===== config.mk =====
export PLATFORM = sky130hd
export DESIGN_NAME = uart_tx_arbiter
export DESIGN_NICKNAME = d
export VERILOG_FILES = /design/src/rtl/uart_tx_arbiter.sv
export SDC_FILE = /design/constraint.sdc
export NUM_CORES = 1
export LEC_CHECK = 0
export CORE_MARGIN = 2
export CORE_UTILIZATION = 39
export CTS_BUF_LIST = sky130_fd_sc_hd__clkbuf_8
export DETAILED_ROUTE_END_ITERATION = 10
export GPL_ROUTABILITY_DRIVEN = 0
export PLACE_DENSITY = 0.86
export SLEW_MARGIN = 5
export SYNTH_ARGS = -nofsm -noshare
export SYNTH_HDL_FRONTEND = slang
export SYNTH_SLANG_ARGS = --single-unit

===== constraint.sdc =====
create_clock -name clk_50m -period 1.7 [get_ports clk_50m]
set_clock_uncertainty 0.05 [all_clocks]
set_input_delay 0.425 -clock clk_50m [delete_from_list [all_inputs] [get_ports clk_50m]]
set_output_delay 0.425 -clock clk_50m [all_outputs]
set_load 0.02 [all_outputs]

===== src/rtl/uart_tx_arbiter.sv =====
// Two-requester round-robin arbiter that feeds single bytes into a UART
// transmitter and watches tx_busy to pace the next grant.
module uart_tx_arbiter #(
  parameter int START_TIMEOUT = 15
) (
  input  logic       clk_50m,
  input  logic       rst,
  input  logic       a_valid,
  input  logic [7:0] a_data,
  output logic       a_ready,
  input  logic       b_valid,
  input  logic [7:0] b_data,
  output logic       b_ready,
  output logic [7:0] din,
  output logic       wr_en,
  input  logic       tx_busy,
  output logic       grant_b,
  output logic       timeout_err
);

  localparam int CW_MIN = $clog2(START_TIMEOUT + 1);
  localparam int CW     = (CW_MIN < 4) ? 4 : CW_MIN;
  localparam logic [CW-1:0] CNT_LAST = CW'(START_TIMEOUT - 1);

  typedef enum logic [1:0] {
    IDLE,
    ISSUE,
    WAIT_START,
    WAIT_DONE
  } state_e;

  state_e        state_q;
  logic [7:0]    hold_q;
  logic [7:0]    hold_d;
  logic          grant_b_q;
  logic          wr_en_q;
  logic          timeout_err_q;
  logic [CW-1:0] cnt_q;

  logic accept;
  logic pick_b;

  // B wins when it is alone, or on a tie when A was served last.
  always_comb begin
    accept = (state_q == IDLE) && !rst && !tx_busy && (a_valid || b_valid);
    pick_b = b_valid && (!a_valid || !grant_b_q);
    hold_d = pick_b ? b_data : a_data;
  end

  assign a_ready     = accept && !pick_b;
  assign b_ready     = accept && pick_b;
  assign din         = hold_q;
  assign wr_en       = wr_en_q;
  assign grant_b     = grant_b_q;
  assign timeout_err = timeout_err_q;

  always_ff @(posedge clk_50m) begin
    if (rst) begin
      state_q       <= IDLE;
      hold_q        <= 8'h00;
      grant_b_q     <= 1'b1;
      wr_en_q       <= 1'b0;
      timeout_err_q <= 1'b0;
      cnt_q         <= '0;
    end else begin
      wr_en_q       <= 1'b0;
      timeout_err_q <= 1'b0;
      case (state_q)
        IDLE: begin
          if (accept) begin
            hold_q    <= hold_d;
            grant_b_q <= pick_b;
            wr_en_q   <= 1'b1;
            state_q   <= ISSUE;
          end
        end
        ISSUE: begin
          cnt_q   <= '0;
          state_q <= WAIT_START;
        end
        // The exit on CNT_LAST keeps the counter from ever wrapping.
        WAIT_START: begin
          if (tx_busy) begin
            state_q <= WAIT_DONE;
          end else if (cnt_q == CNT_LAST) begin
            timeout_err_q <= 1'b1;
            state_q       <= IDLE;
          end else begin
            cnt_q <= cnt_q + 1'b1;
          end
        end
        WAIT_DONE: begin
          if (!tx_busy) begin
            state_q <= IDLE;
          end
        end
        default: state_q <= IDLE;
      endcase
    end
  end

endmodule


==> out/summary.txt, run 1 <==
Die H: 50.1 µm
Die X: 50.1 µm
Worst Hold Class: reg -> reg
initial antenna violation count: 0
synthesized area: 828 µm²
vias in the first global route: 808
DIE AREA: 2510 µm²
RR Startpoint: state_q[1]
failing checks: setup timing
CTS Buf Count: 3
Seq/Total Area, Yosys: 0.411
Fmax: 564 MHz
worst slew pin tran: 0.287 ns
I/O pin count: 34
Tmin final: 1.77 ns
critical path class: reg -> out
CP peak stage delay: 0.32 ns
crit-path cells: nor4_2, buf_4, and3_4, buf_6
std cell rows: 16
worst setup margin: -0.0742 ns
Clock Latency Late Sink: 0.25 ns
Post-Layout Cell Count: 160
core area: 1980 µm²
Final setup viols: 2
initial detailed-routing violation count: 29
syn_nets: 110
Total GRT Usage: 0.187
largest net degree at the start of global routing: 12
share of layout cells above drive strength 1: 0.256
Hold-fix buffers, CTS: 0
Area growth syn-to-layout: 61.6%
R2R depth: 4
total clock sinks: 17
pwr/cell area: 728 nW/µm²
Clk pin slew, worst setup/hold paths: 0.07 ns
Avg Cell Area, Syn: 9.52 µm²
Core Util, Final: 0.676
RSZ-0062 raised after global routing: true
setup TNS: -0.131 ns
Tcrit/Tclk final: 1.04
Crit. End Element: primary output
DRC viols: 0
clk root buf: clkbuf_8
via count: 869
NumNets Final: 157
status: finished, violations left
critical path peak fanout: 4
Ys Warns: 0
total number of H-tree levels: 1
grt ovf: 0
DPL Wire Length: 1.55 mm
cell count after synthesis: 87
Worst Hold Path Cells: 1
first-pass GRT wire length: 3.65 mm
placed cell count: 153
Min-Delay Startpoint: din[3]
crit path DAT: 1.30 ns
VDD IR max: 613 µV
drt pass-1 iters: 4
Worst Hold End: din[3]
LEAKAGE: 0.655 nW
CTS Buffer Depth: 2
Critical R2R Capture: din[6]
total wire length: 2.27 mm
ANT cells: 0
worst rel slew slack: 0.807
Reg2Reg Setup Slack: 0.02 ns
# port buffers: 33
Slowest-stage cell, CP: dfxtp_2
fin. max-slew vios: 0
average wire per standard cell: 14.2 µm
Max Cap Viol: 0
Final Hold Vio Count: 0
final antenna-violating net count: 0
register bit total from synthesis: 17
Critical Path RT: 1.22 ns
CTS tree: built
initial core utilization: 0.418
Critical Path Start Type: register
distinct cell type count after synthesis: 29
Vias/cell: 5.43
## cell usage after synthesis
library cell / number / area, µm²
dfxtp_1: 17 / 340
nand2_1: 11 / 41.3
a221o_1: 9 / 90.1
nor3_1: 8 / 40.0
buf_6: 5 / 56.3
nand3_1: 4 / 20.0
a21oi_1: 3 / 15.0
o211ai_1: 3 / 22.5
a31oi_1: 2 / 12.5
and3_1: 2 / 12.5
ha_1: 2 / 25.0
inv_1: 2 / 7.51
nor2_1: 2 / 7.51
or3_1: 2 / 12.5
and3_2: 1 / 7.51
and4b_1: 1 / 10.0
clkbuf_8: 1 / 13.8
mux2i_1: 1 / 10.0
nand2b_1: 1 / 6.26
nand3b_1: 1 / 7.51
nand4_1: 1 / 6.26
nor2b_1: 1 / 6.26
nor3b_1: 1 / 7.51
nor4_1: 1 / 6.26
o21ai_0: 1 / 5.00
o21ba_1: 1 / 10.0
or3b_1: 1 / 8.76
or3b_2: 1 / 8.76
or4_4: 1 / 11.3
## through the flow
step	cell area [µm²]	total power, mW	hold WS (ns)	worst slack, ns
CTS	1290	0.973	0.445	-0.0996
detailed placement	1220	0.664	0.419	-0.867
global route	1340	1.02	0.480	-0.140
floorplan	837	0.550	0.441	-0.0762
finish	1340	0.974	0.438	-0.0742
global placement	1220	0.659	0.422	-0.825
## logic make-up after synthesis
family | share of synthesized area
muxes | 0.0121
AOI/OAI and AO/OA | 0.187
DFF | 0.411
adders and majority gates | 0.0302
buffers and inverters | 0.0937
and+or+nand+nor | 0.266
## report_power, final
group	switching, mW	total [mW]	internal [mW]
logic	0.100	0.233	0.132
registers	0.0140	0.437	0.423
clock network	0.142	0.304	0.163
## cell usage in the layout (no fill, tap or decap), drive strengths merged
master | netlist | routed
a21oi | 3 | 3
a221o | 9 | 9
a31oi | 2 | 2
and3 | 3 | 3
and4b | 1 | 1
buf | 5 | 18
clkbuf | 1 | 4
clkdlybuf4s50 | 0 | 20
clkinv | 0 | 1
dfxtp | 17 | 17
dlygate4sd2 | 0 | 2
dlymetal6s2s | 0 | 7
ha | 2 | 2
inv | 2 | 2
mux2i | 1 | 1
nand2 | 11 | 11
nand2b | 1 | 1
nand3 | 4 | 4
nand3b | 1 | 1
nand4 | 1 | 1
nor2 | 2 | 2
nor2b | 1 | 1
nor3 | 8 | 8
nor3b | 1 | 1
nor4 | 1 | 1
o211ai | 3 | 3
o21ai | 1 | 1
o21ba | 1 | 1
or3 | 2 | 2
or3b | 2 | 2
or4 | 1 | 1
## routing by layer
layer | wire length, µm | up-vias | share of wire | track usage
met1 | 958 | 403 | 0.42 | 0.212
met5 | 0 | - | 0 | 0
met2 | 1130 | 43 | 0.50 | 0.360
li1 | - | 423 | - | -
met3 | 187 | 0 | 0.082 | 0.0364
met4 | 0 | 0 | 0 | 0.0278
## final cells by class
class,instances,area [µm²]
clock buffers,3,41.3
well taps,27,33.8
flip-flops and latches,17,343
inverters,2,7.51
fillers,145,643
repair buffers,48,458
multi-input cells,62,450
clock inverters,1,5.00
## state kept, by name (all words and copies together) (netlist names)
signal	cells
grant_b	1
din	8
cnt_q	4
wr_en	1
state_q	2
timeout_err	1
## what timing repair did
item                                    CTS  global route
endpoints found under the setup margin   13            16
setup buffers                             1             2
pin swaps                                 5             5
resized for setup                        26            13
## worst max-delay path by stage
stage                from  endpoint  slack, ns  depth (start not counted)
6_report       state_q[0]   b_ready      -0.07                          4
2_1_floorplan     tx_busy    din[0]      -0.08                          5
3_3_place_gp      tx_busy   a_ready      -0.83                          6
3_5_place_dp      tx_busy   a_ready      -0.87                          6
5_1_grt        state_q[0]   b_ready      -0.14                          4
4_1_cts        state_q[1]   b_ready       -0.1                          4
## worst max-delay path, delay by kind of cell (launching register included)
kind | cells | cell delay (ns)
AND/OR/NAND/NOR | 2 | 0.43
flip-flops | 1 | 0.32
buffers and inverters | 2 | 0.29
Note: power is estimated with default switching activity, not from simulation.
==> run 2: changes to the inputs <==
--- a/config.mk
+++ b/config.mk
@@ -5,11 +5,12 @@
 export SDC_FILE = /design/constraint.sdc
 export NUM_CORES = 1
 export LEC_CHECK = 0
+export CAP_MARGIN = 10
 export CORE_MARGIN = 2
 export CORE_UTILIZATION = 39
 export CTS_BUF_LIST = sky130_fd_sc_hd__clkbuf_8
+export CTS_CLUSTER_DIAMETER = 200
 export DETAILED_ROUTE_END_ITERATION = 10
-export GPL_ROUTABILITY_DRIVEN = 0
 export PLACE_DENSITY = 0.86
 export SLEW_MARGIN = 5
 export SYNTH_ARGS = -nofsm -noshare
==> results of run 2 <==
The final DEF is identical to that of run 1; final timing and power are the same.
